File: config.mk
export PLATFORM = sky130hd
export DESIGN_NAME = upsample2d_nearest
export DESIGN_NICKNAME = d
export VERILOG_FILES = /design/src/rtl/unet_pkg.sv /design/src/rtl/upsample_line_buffer.sv /design/src/rtl/upsample2d_nearest.sv
export SDC_FILE = /design/constraint.sdc
export NUM_CORES = 2
export LEC_CHECK = 0
export CORE_ASPECT_RATIO = 0.8
export CORE_UTILIZATION = 62
export CTS_CLUSTER_SIZE = 24
export DETAILED_ROUTE_END_ITERATION = 8
export MAX_ROUTING_LAYER = met4
export PLACE_DENSITY = 0.78
export SLEW_MARGIN = 20
export SYNTH_ARGS = -nofsm -noshare
export SYNTH_HDL_FRONTEND = slang
export SYNTH_SLANG_ARGS = --single-unit
export TNS_END_PERCENT = 30
File: constraint.sdc
create_clock -name clk -period 3.5 [get_ports clk]
set_input_delay 0.7 -clock clk [delete_from_list [all_inputs] [get_ports clk]]
set_output_delay 0.7 -clock clk [all_outputs]
set_load 0.1 [all_outputs]
File: src/rtl/unet_pkg.sv
// rtl/unet_pkg.sv - shared state encoding and dimension helpers for U-Net pool/upsample stages
package unet_pkg;

  typedef enum logic [2:0] {
    IDLE,
    LOAD_ROW,
    EMIT,
    DRAIN,
    DONE
  } unet_state_e;

  localparam int DATA_WIDTH_DEFAULT = 16;

  function automatic int scaled_dim(input int in_dim, input int scale);
    return in_dim * scale;
  endfunction

  function automatic int cnt_width(input int max_val);
    return (max_val < 1) ? 1 : $clog2(max_val + 1);
  endfunction

endpackage

File: src/rtl/upsample_line_buffer.sv
// rtl/upsample_line_buffer.sv - single-row buffer, synchronous write, asynchronous read
module upsample_line_buffer
  import unet_pkg::*;
#(
  parameter int DEPTH      = 128,
  parameter int DATA_WIDTH = DATA_WIDTH_DEFAULT,
  parameter int ADDR_WIDTH = (DEPTH > 1) ? $clog2(DEPTH) : 1
) (
  input  logic                  clk,
  input  logic                  wr_en,
  input  logic [ADDR_WIDTH-1:0] wr_addr,
  input  logic [DATA_WIDTH-1:0] wr_data,
  input  logic [ADDR_WIDTH-1:0] rd_addr,
  output logic [DATA_WIDTH-1:0] rd_data
);

  logic [DATA_WIDTH-1:0] mem [DEPTH];

  always_ff @(posedge clk) begin
    if (wr_en) begin
      mem[wr_addr] <= wr_data;
    end
  end

  assign rd_data = mem[rd_addr];

endmodule

File: src/rtl/upsample2d_nearest.sv
// rtl/upsample2d_nearest.sv - nearest-neighbour 2-D upsampler, one row buffered at a time
module upsample2d_nearest
  import unet_pkg::*;
#(
  parameter int IN_HEIGHT  = 128,
  parameter int IN_WIDTH   = 128,
  parameter int CHANNELS   = 64,
  parameter int SCALE      = 2,
  parameter int DATA_WIDTH = DATA_WIDTH_DEFAULT
) (
  input  logic                  clk,
  input  logic                  rst,
  input  logic                  start,
  input  logic [DATA_WIDTH-1:0] feature_in,
  input  logic                  feature_valid,
  output logic                  feature_ready,
  output logic [DATA_WIDTH-1:0] feature_out,
  output logic                  feature_valid_out,
  input  logic                  feature_ready_out,
  output logic                  upsample_done
);

  localparam int OUT_WIDTH = scaled_dim(IN_WIDTH, SCALE);
  localparam int COL_W     = cnt_width(IN_WIDTH);
  localparam int OCOL_W    = cnt_width(OUT_WIDTH);
  localparam int REP_W     = cnt_width(SCALE);
  localparam int ROW_W     = cnt_width(IN_HEIGHT);
  localparam int CH_W      = cnt_width(CHANNELS);
  localparam int LB_AW     = (IN_WIDTH > 1) ? $clog2(IN_WIDTH) : 1;

  localparam logic [COL_W-1:0]  COL_LAST  = COL_W'(IN_WIDTH - 1);
  localparam logic [OCOL_W-1:0] OCOL_LAST = OCOL_W'(OUT_WIDTH - 1);
  localparam logic [REP_W-1:0]  REP_LAST  = REP_W'(SCALE - 1);
  localparam logic [ROW_W-1:0]  ROW_LAST  = ROW_W'(IN_HEIGHT - 1);
  localparam logic [CH_W-1:0]   CH_LAST   = CH_W'(CHANNELS - 1);
  localparam logic [OCOL_W-1:0] SCALE_O   = OCOL_W'(SCALE);

  unet_state_e           state;
  logic [COL_W-1:0]      in_col;
  logic [OCOL_W-1:0]     out_col;
  logic [REP_W-1:0]      rep_row;
  logic [ROW_W-1:0]      in_row;
  logic [CH_W-1:0]       channel;
  logic                  in_fire;
  logic                  out_fire;
  logic                  out_free;
  logic [LB_AW-1:0]      lb_wr_addr;
  logic [LB_AW-1:0]      lb_rd_addr;
  logic [DATA_WIDTH-1:0] lb_rd_data;

  assign in_fire    = feature_valid && feature_ready;
  assign out_fire   = feature_valid_out && feature_ready_out;
  assign out_free   = !feature_valid_out || feature_ready_out;
  assign lb_wr_addr = LB_AW'(in_col);
  // Each buffered pixel is read SCALE times in a row to replicate it horizontally.
  assign lb_rd_addr = LB_AW'(out_col / SCALE_O);

  upsample_line_buffer #(
    .DEPTH     (IN_WIDTH),
    .DATA_WIDTH(DATA_WIDTH),
    .ADDR_WIDTH(LB_AW)
  ) u_line_buffer (
    .clk    (clk),
    .wr_en  (in_fire),
    .wr_addr(lb_wr_addr),
    .wr_data(feature_in),
    .rd_addr(lb_rd_addr),
    .rd_data(lb_rd_data)
  );

  always_ff @(posedge clk) begin
    if (rst) begin
      state             <= IDLE;
      in_col            <= '0;
      out_col           <= '0;
      rep_row           <= '0;
      in_row            <= '0;
      channel           <= '0;
      feature_out       <= '0;
      feature_valid_out <= 1'b0;
      feature_ready     <= 1'b0;
      upsample_done     <= 1'b0;
    end else begin
      upsample_done <= 1'b0;
      // An accepted word drops valid unless EMIT reloads the register below.
      if (out_fire) begin
        feature_valid_out <= 1'b0;
      end
      case (state)
        IDLE: begin
          if (start) begin
            state         <= LOAD_ROW;
            feature_ready <= 1'b1;
            in_col        <= '0;
            out_col       <= '0;
            rep_row       <= '0;
            in_row        <= '0;
            channel       <= '0;
          end
        end
        LOAD_ROW: begin
          if (in_fire) begin
            if (in_col == COL_LAST) begin
              state         <= EMIT;
              feature_ready <= 1'b0;
              in_col        <= '0;
              out_col       <= '0;
              rep_row       <= '0;
            end else begin
              in_col <= in_col + COL_W'(1);
            end
          end
        end
        EMIT: begin
          if (out_free) begin
            feature_out       <= lb_rd_data;
            feature_valid_out <= 1'b1;
            if (out_col == OCOL_LAST) begin
              out_col <= '0;
              if (rep_row == REP_LAST) begin
                rep_row <= '0;
                if (in_row == ROW_LAST) begin
                  in_row <= '0;
                  if (channel == CH_LAST) begin
                    state <= DRAIN;
                  end else begin
                    channel       <= channel + CH_W'(1);
                    state         <= LOAD_ROW;
                    feature_ready <= 1'b1;
                  end
                end else begin
                  in_row        <= in_row + ROW_W'(1);
                  state         <= LOAD_ROW;
                  feature_ready <= 1'b1;
                end
              end else begin
                rep_row <= rep_row + REP_W'(1);
              end
            end else begin
              out_col <= out_col + OCOL_W'(1);
            end
          end
        end
        DRAIN: begin
          if (out_fire) begin
            state         <= DONE;
            upsample_done <= 1'b1;
          end
        end
        DONE: begin
          state <= IDLE;
        end
        default: begin
          state <= IDLE;
        end
      endcase
    end
  end

endmodule

Yosys cells after proc, flatten, opt, wreduce, memory -nomap -nowiden

Memory sizes are Yosys's and may differ from the RTL's. A register that Yosys moved wholly into a read port is not among the register bits.
Cells that the tools add are included.

Bits in registers: 40
RAM bits: 2048
Input port bits: 21
Output and inout port bits: 19
Logic and storage cells: 105
Memories kept: 1

$add $sub $neg: 5
Equal/unequal tests: 18
Multiplexer cells: 54
Bitwise gates (word level): 1
Reductions and logical operators: 17

Memory list:

| name              | depth | bits a word | rd ports | clocked after memory_dff | write ports | RTL line                   | text |
|---|---|---|---|---|---|---|---|
| u_line_buffer.mem | 128   | 16          | 1        | 1                        | 1           | upsample_line_buffer.sv:17 | `logic [DATA_WIDTH-1:0] mem [DEPTH];` |

Operator list:

| operator                                       | number |
|---|---|
| 2-to-1 mux 8 bit                               | 7 |
| 2-to-1 mux 9 bit                               | 5 |
| 2-to-1 mux 7 bit                               | 6 |
| one-hot mux 8 bit (2 select lines)             | 2 |
| one-hot mux 9 bit (3 select lines)             | 1 |
| 2-to-1 mux 3 bit                               | 8 |
| inequality test 2 bit (second input constant)  | 9 |
| adder 8 x 1 -> 8 bit (second input constant)   | 2 |
| == test 8 x 7 -> 1 bit (second input constant) | 2 |
| 2-to-1 mux 1 bit                               | 14 |
| 2-to-1 mux 2 bit                               | 7 |
| one-hot mux 7 bit (2 select lines)             | 1 |
| AND reduction 7 bit                            | 2 |
| one-hot mux 3 bit (4 select lines)             | 1 |
| AND reduction 5 bit                            | 2 |
| adder 9 x 1 -> 9 bit (second input constant)   | 1 |
| == test 9 x 8 -> 1 bit (second input constant) | 1 |
| AND reduction 8 bit                            | 1 |
| adder 7 x 1 -> 7 bit (second input constant)   | 1 |
| == test 7 x 6 -> 1 bit (second input constant) | 1 |
| == test 3 x 2 -> 1 bit (second input constant) | 2 |
| one-hot mux 2 bit (3 select lines)             | 1 |
| AND reduction 6 bit                            | 1 |
| nonzero test 2 bit                             | 2 |
| 14 further kinds                               | 15 |

Longest topological paths before layout

Depth in word-level cells: 7
Gate-level depth with buffers: 12

Hierarchy

A second synthesis with hierarchy kept.

Cell total of the unflattened synthesis: 3404
Area, all modules: 80975.2 µm²

Modules (own cells, without submodules):

| module               | instances | cells an instance | area each (µm²) |
|---|---|---|---|
| upsample_line_buffer | 1         | 3070              | 78202.5 |
| upsample2d_nearest   | 1         | 334               | 2772.7 |

Worst setup path after synthesis

No wires, ideal clock.

Path kind: register to register
From: register feature_ready
To: memory u_line_buffer.mem[127][0] in the netlist's numbering (enable)
Library setup time: 389 ps
Arrival: 2649 ps
Data required time: 3111 ps
Path slack: 462 ps
Stages on the path, launching flop included: 6
Cells stage by stage: dfxtp_1 and2_1 clkbuf_1 nand4_1 clkbuf_1 nor2_1

Word-level cells in the longest chain between the ends: 3

RTL lines:

| what                                   | RTL line                   | text |
|---|---|---|
| start, declared                        | upsample2d_nearest.sv:16   | `output logic feature_ready,` |
| start signal, assigned                 | upsample2d_nearest.sv:81   | `feature_ready <= 1'b0;` |
| start signal, assigned                 | upsample2d_nearest.sv:93   | `feature_ready <= 1'b1;` |
| start signal, assigned                 | upsample2d_nearest.sv:105  | `feature_ready <= 1'b0;` |
| logical AND 1 bit                      | upsample2d_nearest.sv:51   | `assign in_fire = feature_valid && feature_ready;` |
| 2-to-1 mux 1 bit                       | upsample_line_buffer.sv:20 | `if (wr_en) begin` |
| 2-to-1 mux 1 bit (not written as such) | upsample_line_buffer.sv:21 | `mem[wr_addr] <= wr_data;` |
| end, declared                          | upsample_line_buffer.sv:17 |  |

No other way between the ends.

==> results.yml <==
sta:
  fin_skew_ps: 27.5
  fmax_mhz: 306
  setup_tns_ps: 0
  grt_setup_unrepaired: "false"
  relSlewSlack_pct: 23.3
  whs_ps: 335
  tightestPinTransition_ps: 1140
  maxSlewViolCount: 0
  setup_viol: 0
  period_share_pct: 93.3
  hold_violations: 0
  finalCriticalPeriod_ps: 3270
layout:
  mostFrequentLayoutCells: "edfxtp_1 (2048), mux4_2 (415), buf_4 (315)"
  instances_no_fill: 6142
  multi_input_area_um2: 18000
  final_common_cell: "edfxtp_1"
  drive_above_1_share_pct: 25.8
  register_area_um2: 62600
  areaGrowthSynthToFinish_pct: 12.3
  nets: 4267
  fillCellCount: 7431
route:
  wl_met1_mm: 78.7
  dr_wl_met2_mm: 97.3
  ant_nets: 0
  top_layer: "met4"
  via_count: 43200
  finalWirelength_mm: 212
  wl_per_cell_um: 34.5
  viasPerCell: 7.03
  firstDrtPassIters: 6
  wl_met3_mm: 28.5
  drt_iter0_markers: 7120
  drc: 0
setup_path:
  crit_path_start_kind: "flop"
  required_ps: 4160
  path_cells: "buf_4 -> mux4_2 -> a221oi_1 -> o21ai_1 -> a2111oi_2 -> a221oi_1"
  cp-end-kind: "flop"
  critPathMaxFanout: 22
  worstSetupPathType: "flop to flop"
  crit_path_start: "out_col[3]$_SDFFE_PP0P_"
  slowest_delay_ps: 600
  crit_arrival_ps: 3930
  r2r-start: "out_col[3]$_SDFFE_PP0P_"
  cp_slowest_cell: "dfxtp_4"
  crit_top_cell: "a221oi_1"
power_and_ir_drop:
  vdd_drop_max_mv: 0.574
  finalPower_mw: 50.2
  p_int_mw: 39.4
  clockPowerShare_pct: 40.5
  powerDensity_nw_per_um2: 545
  p_comb_share_pct: 4.0
  switching_power_mw: 10.8
  leakage_nw: 27.8
  p_sw_share_pct: 21.5
  power_frac_seq_pct: 55.5
logic_synthesis:
  syn_nets: 3936
  syn-instance-count: 3911
  synth.avg_cell_area_um2: 21.0
  netlist_area_um2: 82000
  async_flop_share_pct: 0
  ys_seq_area_share_pct: 76.3
  synth_largest_area_cell: "edfxtp_1"
  synth-seq-cells: 2104
  yosys-top-cells-area: "edfxtp_1 (75%), mux4_2 (11%), mux2i_1 (3.4%), dfxtp_1 (1.4%), mux4_1 (0.93%)"
  yosys_warnings: 0
  synth_cell_types: 60
  synth_edf_count: 2048
  synth_top_area_share_pct: 75.0
  synthFlopType: "edfxtp_1"
grt:
  grt_pass1_vias: 41400
  grt.total_usage_pct: 32.8
  grt_pass1_wl_mm: 300
  antenna_found_initial: 13
  gr-total-overflow: 0
  grt_max_degree: 99
clock_tree:
  cts.sinks: 2104
  clock_latency_ps: 830
  hold_buffers: 0
  cts_setup_buffers: 0
  cts_root_buf: "clkbuf_16"
  cts_tree: "done"
  cts_made_buffers: 189
  clkSlewWorstSetupHoldPaths_ps: 70
  cts_resized: 0
  cts_buffer_depth: 3
  cts-htree-levels: 4
placement:
  place_inst: 5791
  dp_hpwl_mm: 125
  port_buffers: 39
  gp_congestion: 0.939
floorplan:
  die_area_um2: 134000
  initial_core_util_pct: 62.9
  die_h_um: 327
  rows: 118
  die_x_um: 409
  core_um2: 130000
  io_pins: 40
outcome:
  outcome: "finished, final reports clean"
worst_hold_path:
  hp-start: "feature_in[7]"
  worst_hold_path_type: "primary input to flop"
flow_run:
  drv_cap: 0
-- power by group through the flow --
| stage | clock network (mW) | registers, mW | logic [mW] |
|---|---|---|---|
| detailed placement | 0 | 28.4 | 1.96 |
| global route | 21.3 | 27.8 | 2.07 |
| finish | 20.3 | 27.9 | 2.01 |
| CTS | 20.5 | 27.8 | 1.98 |
| floorplan | 0 | 28.6 | 0.789 |
| global placement | 0 | 28.4 | 1.91 |
-- path summary, 6_finish.rpt --
check,to,slack (ps),cells past startpoint
setup / recovery,feature_out[15]$_SDFFE_PP0P_,230,6
hold / removal,u_line_buffer.mem[46][7]$_DFFE_PP_,340,1
setup reg to reg,feature_out[15]$_SDFFE_PP0P_,230,6
hold reg to reg,rep_row[1]$_SDFFE_PP0P_,470,1
-- cells in the mapped netlist, drive strengths merged (8+ instances only) --
cell type and count:
a2111oi 16, a211oi 11, a21oi 63, a221oi 32, a22oi 56, a31oi 22
buf 159, clkbuf 64, dfxtp 56, edfxtp 2048, inv 12, mux2 38
mux2i 276, mux4 444, nand2 92, nand2b 14, nand3 43, nand3b 8
nand4 12, nor2 199, nor2b 16, nor3 32, nor4 12, o21ai 70
o22ai 49, xnor2 16
-- layout make-up --
class	instances	share of cell area, %
clock inverter	108	1.07
tap	1740	2.36
timing repair buffer	363	3.55
multi-input combinational	1572	19.5
sequential	2104	68.0
inverter	12	0.0489
antenna	2	0.00544
clock buffer	241	5.42
-- metrics by stage --
step	setup WS [ps]	instance area, um^2	util [%]
after detailed placement	185	86100	66.0
final	234	92100	70.6
after CTS	130	92100	70.6
after floorplan	462	82000	-
after global routing	185	92100	70.6
after global placement	193	86100	66.0
-- layer usage --
layer | GRT usage [%] | up-vias
met1 | 46.3 | 22300
li1 | - | 16900
met5 | - | -
met2 | 47.5 | 3520
met4 | 11.2 | 0
met3 | 8.21 | 458
-- worst max-delay path: cells and delay by family, from the launching register on --
family	cells	cell delay, ps
flops	1	600
mux	1	420
compound gates	4	1570
buf+inv	1	480
-- flip-flops by register name, indices dropped and copies added, names as in the netlist, 2 cells and up --
register	flops
channel	7
feature_out	16
in_col	8
in_row	8
out_col	9
rep_row	2
state	3
u_line_buffer.mem	2048
-- kinds of logic (layout without fill, tap and decap cells) --
kind of cell / after synthesis / in the layout / share of synthesized area (%)
XOR/XNOR: 22 / 22 / 0.235
flip-flops: 2104 / 2104 / 76.3
AND/OR/NAND/NOR: 452 / 452 / 2.54
multiplexers: 758 / 758 / 16.2
other: 0 / 2 / 0
adder cells (fa/ha/maj): 4 / 4 / 0.0610
buffers and inverters: 235 / 724 / 1.84
AO/OA/AOI/OAI: 336 / 336 / 2.77
(Power assumes the default switching activity.)
